===== src/rtl/regfile_dump.sv =====
// Register file debug reader: walks which_reg, waits for the read to settle,
// and streams (index, data) words out over a valid/ready port.
module regfile_dump #(
    parameter int NUM_REGS = 16,
    parameter int ADDR_W   = 5,
    parameter int DATA_W   = 32,
    parameter int SETTLE   = 2
) (
    input  logic              clk,
    input  logic              rst_n,
    input  logic              start,
    input  logic              single,
    input  logic [ADDR_W-1:0] sel,
    output logic [ADDR_W-1:0] which_reg,
    input  logic [DATA_W-1:0] reg_content,
    output logic              out_valid,
    input  logic              out_ready,
    output logic [ADDR_W-1:0] out_idx,
    output logic [DATA_W-1:0] out_data,
    output logic              busy,
    output logic              done
);

    localparam logic [3:0]        CNT_INIT = 4'(SETTLE - 1);
    localparam logic [ADDR_W-1:0] LAST_IDX = ADDR_W'(NUM_REGS - 1);

    typedef enum logic [1:0] {
        S_IDLE,
        S_SETTLE,
        S_PRESENT,
        S_DONE
    } state_t;

    state_t            state;
    state_t            state_nx;
    logic [3:0]        cnt;
    logic [ADDR_W-1:0] idx;
    logic              mode_single;
    logic              last;

    // which_reg is the sweep index itself, so it keeps the last index after DONE
    assign which_reg = idx;
    assign last      = mode_single || (idx == LAST_IDX);

    always_ff @(posedge clk or negedge rst_n) begin
        if (!rst_n) begin
            state <= S_IDLE;
        end else begin
            state <= state_nx;
        end
    end

    always_comb begin
        state_nx = state;
        unique case (state)
            S_IDLE: begin
                if (start) state_nx = S_SETTLE;
            end
            S_SETTLE: begin
                if (cnt == 4'd0) state_nx = S_PRESENT;
            end
            S_PRESENT: begin
                if (out_ready) state_nx = last ? S_DONE : S_SETTLE;
            end
            S_DONE: begin
                state_nx = S_IDLE;
            end
        endcase
    end

    always_comb begin
        out_valid = 1'b0;
        busy      = 1'b0;
        done      = 1'b0;
        unique case (1'b1)
            (state == S_PRESENT): begin
                out_valid = 1'b1;
                busy      = 1'b1;
            end
            (state == S_DONE): begin
                done = 1'b1;
                busy = 1'b1;
            end
            (state == S_SETTLE): busy = 1'b1;
            default: ;
        endcase
    end

    always_ff @(posedge clk or negedge rst_n) begin
        if (!rst_n) begin
            idx         <= '0;
            cnt         <= '0;
            mode_single <= 1'b0;
            out_idx     <= '0;
            out_data    <= '0;
        end else begin
            unique case (state)
                S_IDLE: begin
                    if (start) begin
                        idx         <= single ? sel : '0;
                        mode_single <= single;
                        cnt         <= CNT_INIT;
                    end
                end
                S_SETTLE: begin
                    if (cnt == 4'd0) begin
                        out_data <= reg_content;
                        out_idx  <= idx;
                    end else begin
                        cnt <= cnt - 4'd1;
                    end
                end
                S_PRESENT: begin
                    if (out_ready && !last) begin
                        idx <= idx + 1'b1;
                        cnt <= CNT_INIT;
                    end
                end
                S_DONE: ;
            endcase
        end
    end

endmodule


===== config.mk =====
export PLATFORM = sky130hd
export DESIGN_NAME = regfile_dump
export DESIGN_NICKNAME = d
export VERILOG_FILES = /design/src/rtl/regfile_dump.sv
export SDC_FILE = /design/constraint.sdc
export NUM_CORES = 1
export LEC_CHECK = 0
export ABC_CLOCK_PERIOD_IN_PS = 6100
export BUFFER_PORTS_ARGS = -buffer_cell sky130_fd_sc_hd__buf_4
export CAP_MARGIN = 0
export CORE_MARGIN = 3
export CORE_UTILIZATION = 40
export DETAILED_ROUTE_END_ITERATION = 8
export GPL_TIMING_DRIVEN = 0
export PLACE_DENSITY = 0.68
export SLEW_MARGIN = 30
export SYNTH_ARGS = -nofsm -noshare
export SYNTH_HDL_FRONTEND = slang
export SYNTH_SLANG_ARGS = --single-unit

===== constraint.sdc =====
create_clock -name clk -period 6.1 [get_ports clk]
set_clock_uncertainty 0.15 [all_clocks]
set_input_delay 0.305 -clock clk [delete_from_list [all_inputs] [get_ports clk]]
set_output_delay 0.305 -clock clk [all_outputs]
set_load 0.05 [all_outputs]

# Word-level counts from Yosys, hierarchy flattened
# Index checks and enable logic that the tools add are counted.
totals:
  elab_cells: 46
  reg_bits: 49
op_classes:
  n_mux: 16
  addsub: 2
  eq_ne: 9
  n_reduce_logical: 13
ops:
  columns: ["cell", "count"]
  rows:
  - ["$mux 5", 3]
  - ["$mux 4", 3]
  - ["$pmux 4 s3", 1]
  - ["$pmux 5 s2", 1]
  - ["$mux 2", 4]
  - ["$pmux 2 s4", 1]
  - ["$ne 2x2->1 const B", 3]
  - ["$reduce_and 3->1", 2]
  - ["$add 5x1->5 const B", 1]
  - ["$eq 5x4->1 const B", 1]
  - ["$eq 2x2->1 const B", 2]
  - ["$logic_not 4->1", 1]
  - ["$ne 2x1->1 const B", 2]
  - ["$reduce_and 2->1", 2]
  - ["$reduce_and 4->1", 1]
  - ["$sub 4x1->4 const B", 1]
  - ["$mux 1", 3]
  - ["$reduce_bool 3->1", 1]
  - ["$reduce_or 3->1", 1]
  - ["$eq 2x1->1 const B", 1]
  - ["$logic_not 2->1", 1]
  - ["$reduce_bool 2->1", 1]
  - ["$logic_and 1x1->1", 1]
  - ["$logic_not 1->1", 1]
  - ["$logic_or 1x1->1", 1]

# Depth between registers and ports, before layout
# Gate-level depths: netlist of run 1.
depth:
  ltp_word: 6
  mapped_depth: 7
  mapped_depth_nobuf: 7

# Least setup slack after synthesis of run 1
# OpenSTA, ideal clock, no wires.
synth_path:
  path_kind: "register to register"
  from: "reg idx[0] (netlist: which_reg[0])"
  to: "reg idx[1] (netlist: which_reg[1])"
  t_arrival_ns: 2.028
  path_stages_with_launch: 8
  path_buffers: 0
  path_slack_ns: 3.797
  synth_period_minus_slack_ns: 2.303
  path_cell_list: "dfrtp_1 > ha_1 > inv_1 > nor3_1 > ha_1 > nand4bb_1 > a21oi_2 > mux2_2"
synth_via:
  elab_chain_len: 6
synth_lines:
  columns: ["item", "line", "rtl"]
  rows:
  - ["from (decl)", "37", "logic [ADDR_W-1:0] idx;"]
  - ["from (signal assigned)", "100", "idx <= single ? sel : '0;"]
  - ["from (signal assigned)", "115", "idx <= idx + 1'b1;"]
  - ["parallel branches: the longest is 6 deep, another holds $add 5x1->5", null, null]
# Several ways; the timed one is not identified. The select of a mux whose other input is x is not followed.
# A chain may end at the register's enable or synchronous reset.

# Final worst setup path of run 1
# Ends and elaborated chain as after synthesis.

==> impl_results.md, run 1 <==
* Outcome: completed
* Row cnt at 26
* TNS Setup at 0 ns
* Port Buf Inserts at 86
* Leakage at 1.54 nW
* Die W at 80.9 um
* Layout Nets at 301
* Share of the synthesized area in the top cell type at 0.547
* RSZ-0062 raised after global routing: no
* Post-synth cell types at 38
* Via count at 1605
* Largest family of logic cells by synthesized area: multiplexers
* Placer's final routability congestion estimate at 0.815
* Fill count at 458
* CP cell instances: ha_1 -> inv_1 -> nor3_1 -> ha_1 -> nand4bb_1 -> a21oi_2 -> mux2_2
* Drt via density at 4.91
* Layout cell share with drive strength beyond 1 at 0.560
* WP data arrival at 2.33 ns
* Post-synthesis simple-gate area fraction at 0.0854
* H-tree levels at 2
* Critical path buffer and inverter count at 1
* Syn Nets at 207
* Root buf cell: clkbuf_8
* Final WL at 5000 um
* Placed Area at 0.00297 mm2
* Synth Area per Inst at 13.8 um2
* Worst VDD drop at 0.351 mV
* Area contributors post-synth: dfrtp_1 55%, mux2_4 13%, mux2_2 11%
* Core area at 0.00527 mm2
* Initial antenna violation count at 0
* DR WL/cell at 15.3 um
* Num ports at 87
* Synthesized area at 0.00224 mm2
* Post-synthesis xor/xnor area fraction at 0
* Drt first-iter violations at 34
* Total Routing Usage GR at 0.168
* Final core utilization at 0.582
* Post-CTS resize count at 0
* Yosys top cell by area: dfrtp_1
* Die Height at 80.9 um
* Fraction of synthesized area in multiplexers at 0.246
* Req. time, crit path at 6.14 ns
* Register area share after synthesis at 0.547
* Tcrit/Tclk final at 0.376
* Worst-path clk slew at 0.09 ns
* Post-DRT Antenna Nets at 0
* Later-pin clock latency in the skew report at 0.30 ns
* Die area at 0.00654 mm2
* Vias in the first global route at 1689
* Power density over the cells at 655 mW/mm2
* DRC at 0
* Worst-margin pin slew at 0.615 ns
* Final min period at 2.30 ns
* Pins over their slew limit at 0
* DP Cell Count at 318
* Startpoint type of the worst setup path: register
* DP HPWL at 3750 um
* Post-synth EDFFs at 0
* Max reg flops at 32
* Fin cells at 327
* #FFs+latches synth at 49
* Max Fclk at 0.436 GHz
* Final hold violation count at 0
* Hold Crit Class: primary input to register
* CTS tree: done
* Post-synthesis compound-gate area fraction at 0.0625
* CTS buffer count at 5
* Async SR Flop Fraction at 1.00
* Critical-path maximum fanout at 6
* Most common cell on crit path: ha_1
* Setup Crit Path Kind: register to register
* Adder-Cell Fraction of Synth Area at 0.0168
* First-pass GRT wire length at 8420 um
* Final-report setup violation count at 0
* Max-slew headroom at 0.590
* Largest net degree at the start of global routing at 50
* CTS sink count at 49
* Max_cap viols at 0
* Layout area overhead at 36.9%
* Syn. warnings at 0
* Worst path max stage delay at 0.43 ns
* # diodes at 0
* Critical Path End Type: register
* Critical path's slowest cell: dfrtp_1
* Initial Util at 0.425
* DRT Pass-1 Iters at 4
* Gr ovfl total at 0
* Final instance area at 0.00307 mm2
* Worst hold margin at 0.0750 ns
* Synth Flop Type: dfrtp_1
* Cell count after synthesis at 162
* Crit path max-delay family: flip-flops
* CTS Buffer Depth at 2
area by class of cell:
cell class | instances | area, um2 | share of cell area
Buffer | 7 | 56.3 | 0.0184
Clock buffer | 7 | 76.3 | 0.0249
Clock inverter | 1 | 7.51 | 0.00245
Inverter | 10 | 37.5 | 0.0122
Multi-Input combinational cell | 96 | 921 | 0.300
Sequential cell | 49 | 1230 | 0.400
Tap cell | 70 | 87.6 | 0.0285
Timing Repair Buffer | 87 | 656 | 0.214
cells by family after synthesis:
logic type | count (synthesis)
DFF | 49
muxes | 43
and+or+nand+nor | 29
AOI/OAI and AO/OA | 21
buffers and inverters | 17
adders and majority gates | 3
final timing paths:
check / slack (ns) / from / cells past startpoint / end
worst max-delay path: 3.80 / which_reg[0] / 7 / which_reg[1]
worst min-delay path: 0.07 / reg_content[9] / 2 / out_data[9]
worst max register to register: 3.80 / which_reg[0] / 7 / which_reg[1]
worst min register to register: 0.36 / out_data[29] / 1 / out_data[29]
max in group asynchronous: 4.98 / rst_n / 2 / which_reg[0]
min in group asynchronous: 0.40 / rst_n / 2 / out_data[9]
synth_stat cells (2+ instances only):
cell type,instances
a21oi_1,5
a221oi_1,2
a31oi_1,2
buf_2,3
buf_6,3
dfrtp_1,49
ha_1,3
inv_1,9
mux2_2,21
mux2_4,19
mux2i_1,3
nand2_1,6
nand2b_1,3
nand3_1,3
nor2_1,2
nor4_1,2
nor4bb_1,2
o21ai_0,4
o22ai_1,2
routing by layer:
metal	global-route usage	share of wire	vias up	routed length, um
met1	0.216	0.43	770	2160
met2	0.278	0.48	58	2390
met4	0.0557	0.012	0	60
li1	-	-	772	-
met3	0.0399	0.078	5	389
met5	0	0	-	0
where the power goes:
| group | internal, W | switching [W] |
|---|---|---|
| registers | 0.000483 | 0.0000975 |
| logic | 0.000479 | 0.000763 |
| clock network | 0.0000813 | 0.000106 |
repair_timing:
item                      4_1_cts  5_1_grt
hold buffers                    1        0
hold endpoints to repair       49        0
buffers inserted                0        0
placed cells by master, fill, tap and decap left out, types with 2 or more instances in the layout:
master     n
buf_4     87
dfrtp_1   49
mux2_2    21
mux2_4    19
inv_1      9
nand2_1    6
a21oi_1    5
clkbuf_8   5
o21ai_0    4
buf_2      3
nand2b_1   3
buf_6      3
mux2i_1    3
nand3_1    3
ha_1       3
nor2_1     2
a31oi_1    2
o22ai_1    2
nor4_1     2
nor4bb_1   2
a221oi_1   2
clkbuf_1   2
metrics by stage:
stage / setup WS, ns / total power, W
after global placement: 3.81 / 0.00182
after detailed placement: 3.81 / 0.00184
after global routing: 3.64 / 0.00212
after CTS: 3.80 / 0.00203
after floorplan: 3.80 / 0.00148
final: 3.80 / 0.00201
Note: power is estimated with default switching activity, not from simulation.
==> inputs of run 2 (changes only) <==
--- a/config.mk
+++ b/config.mk
@@ -5,7 +5,7 @@
 export SDC_FILE = /design/constraint.sdc
 export NUM_CORES = 1
 export LEC_CHECK = 0
-export ABC_CLOCK_PERIOD_IN_PS = 6100
+export ABC_CLOCK_PERIOD_IN_PS = 2200
 export BUFFER_PORTS_ARGS = -buffer_cell sky130_fd_sc_hd__buf_4
 export CAP_MARGIN = 0
 export CORE_MARGIN = 3
==> constraint.sdc (replaced) <==
create_clock -name clk -period 2.2 [get_ports clk]
set_clock_uncertainty 0.15 [all_clocks]
set_input_delay 0.11 -clock clk [delete_from_list [all_inputs] [get_ports clk]]
set_output_delay 0.11 -clock clk [all_outputs]
set_load 0.05 [all_outputs]
==> run 2 against run 1 <==
  * Design area rose by 13%
  * Fmax rose by 10%
  * Largest power group unchanged
  * Worst hold slack got worse by 0.025 ns
  * Largest cell class unchanged
  * Via count rose by 12%
  * Final cell count rose by 11%
  * Clock-buffer cell count did not move
  * Worst setup slack got worse by 3.7 ns
  * Die area did not move
  * First-iteration DRC count rose by 56%
  * Critical path depth did not move
  * Critical path type unchanged
  * Clock power rose to 2.9 times the previous value
==> impl_results.md, run 2 (synthesis gave the netlist of run 1 again) <==
* Outcome: completed
* Hold Crit Class: primary input to register
* Total Routing Usage GR at 0.187
* Root buf cell: clkbuf_8
* Vias in the first global route at 1859
* Gr ovfl total at 0
* Hold wc startpoint: start
* Power density over the cells at 1650 mW/mm2
* Commonest cells after routing, fill and taps aside: 88 x buf_4, 47 x dfrtp_1, 36 x dlygate4sd3_1
* CTS Buffer Depth at 2
* DRT Pass-1 Iters at 4
* R2r worst-path depth at 7
* Final-report setup violation count at 0
* WP data arrival at 2.11 ns
* Layout area overhead at 54.7%
* Final hold violation count at 0
* Initial Util at 0.425
* Worst VDD drop at 0.804 mV
* Launching point of the worst reg2reg path: which_reg[0]
* Req. time, crit path at 2.23 ns
* Drt via density at 4.94
* Fin cells at 363
* Layout Nets at 337
* Overall power at 0.00572 W
* Critical path buffer and inverter count at 1
* CTS tree: done
* Min-Delay Path Depth at 3
* Later-pin clock latency in the skew report at 0.29 ns
* CP cell instances: ha_1 -> inv_1 -> nor3_1 -> ha_1 -> nand4bb_4 -> a21oi_4 -> mux2_2
* Port Buf Inserts at 86
* DRC at 0
* Hold endpoint: mode_single
* Row cnt at 26
* Post-DRT Antenna Nets at 0
* DP Cell Count at 318
* Placer's final routability congestion estimate at 0.782
* Most common cell on crit path: ha_1
* Commonest non-fill, non-tap cell in the layout: buf_4
* Core area at 0.00527 mm2
* Final WL at 5730 um
* Setup Crit Path Kind: register to register
* Largest net degree at the start of global routing at 50
* Startpoint type of the worst setup path: register
* Die area at 0.00654 mm2
* Critical Path End Type: register
* First-pass GRT wire length at 9380 um
* Reg2Reg Setup Slack at 0.12 ns
* Dpl ws at -0.0771 ns
* CTS sink count at 49
* Max_cap viols at 0
* Worst-path clk slew at 0.08 ns
* Max Fclk at 0.480 GHz
* # diodes at 0
* Initial antenna violation count at 0
* Worst hold margin at 0.0501 ns
* Leakage at 1.70 nW
* H-tree levels at 2
* DR WL/cell at 15.8 um
* Tcrit/Tclk final at 0.946
* Die Height at 80.9 um
* Drt first-iter violations at 53
* Final worst slack at 0.119 ns
* RSZ-0062 raised after global routing: no
* Layout cell share with drive strength beyond 1 at 0.512
* Num ports at 87
* Die W at 80.9 um
* Via count at 1793
* Critical-path maximum fanout at 6
* Critical path's slowest cell: dfrtp_2
* Final min period at 2.08 ns
* Worst path max stage delay at 0.45 ns
* Worst-margin pin slew at 0.616 ns
* Crit path max-delay family: flip-flops
* CTS buffer count at 5
* Pins over their slew limit at 0
* Max reg flops at 32
* Max-slew headroom at 0.589
* RR Endpoint: which_reg[1]
* DP HPWL at 3790 um
* Fill count at 415
run 2: cell count changes in the layout (fill, tap and decap cells not counted), sizes merged:
cell         delta
dlygate4sd3    +35
buf             +1
run 2: worst max-delay path by stage:
stage,start,endpoint,slack (ns),depth (start not counted)
2_1_floorplan,which_reg[0],which_reg[1],0.009,7
3_3_place_gp,which_reg[0],which_reg[1],-0.07,7
3_5_place_dp,which_reg[0],which_reg[1],-0.08,7
4_1_cts,which_reg[0],which_reg[1],0.02,7
5_1_grt,which_reg[0],which_reg[4],0.005,7
6_report,which_reg[0],which_reg[1],0.12,7
run 2: layout make-up:
| class | count | area, um2 | area share |
|---|---|---|---|
| clock inverter | 1 | 7.51 | 0.00217 |
| tap | 70 | 87.6 | 0.0253 |
| multi-input combinational | 96 | 950 | 0.274 |
| buffer | 7 | 56.3 | 0.0162 |
| inverter | 10 | 37.5 | 0.0108 |
| timing repair buffer | 123 | 1010 | 0.292 |
| sequential | 49 | 1230 | 0.354 |
| clock buffer | 7 | 86.3 | 0.0249 |
run 2: per-layer routing:
layer / track usage / up-vias / wire (um)
li1: - / 843 / -
met3: 0.0432 / 9 / 340
met5: 0 / - / 0
met2: 0.337 / 62 / 2920
met4: 0.0574 / 0 / 91
met1: 0.219 / 879 / 2390
run 2: tightest hold or removal path, stage by stage:
cell and delay (ns):
buf_4 0.12, nand3_1 0.08, mux2_2 0.15
run 2: stage by stage:
| stage | utilization | area [um2] | TNS [ns] |
|---|---|---|---|
| after floorplan | - | 2240 | 0 |
| after global placement | 0.565 | 2980 | -0.127 |
| after detailed placement | 0.565 | 2980 | -0.139 |
| after CTS | 0.655 | 3450 | 0 |
| after global routing | 0.658 | 3470 | 0 |
| final | 0.658 | 3470 | 0 |
run 2: where the power goes:
group          switching, W  leakage, nW  internal (W)
combinational       0.00216         1.06       0.00139
sequential         0.000285        0.587       0.00134
clock              0.000285       0.0445      0.000256
total               0.00273         1.70       0.00299
run 2: repair_timing:
| item | CTS | global route |
|---|---|---|
| gates resized for setup | 2 | 2 |
| setup buffers | 1 | 0 |
| hold buffers | 36 | 0 |
| endpoints found under the setup margin | 2 | 4 |
| hold endpoints to repair | 84 | 0 |
| pin swaps | 1 | 0 |
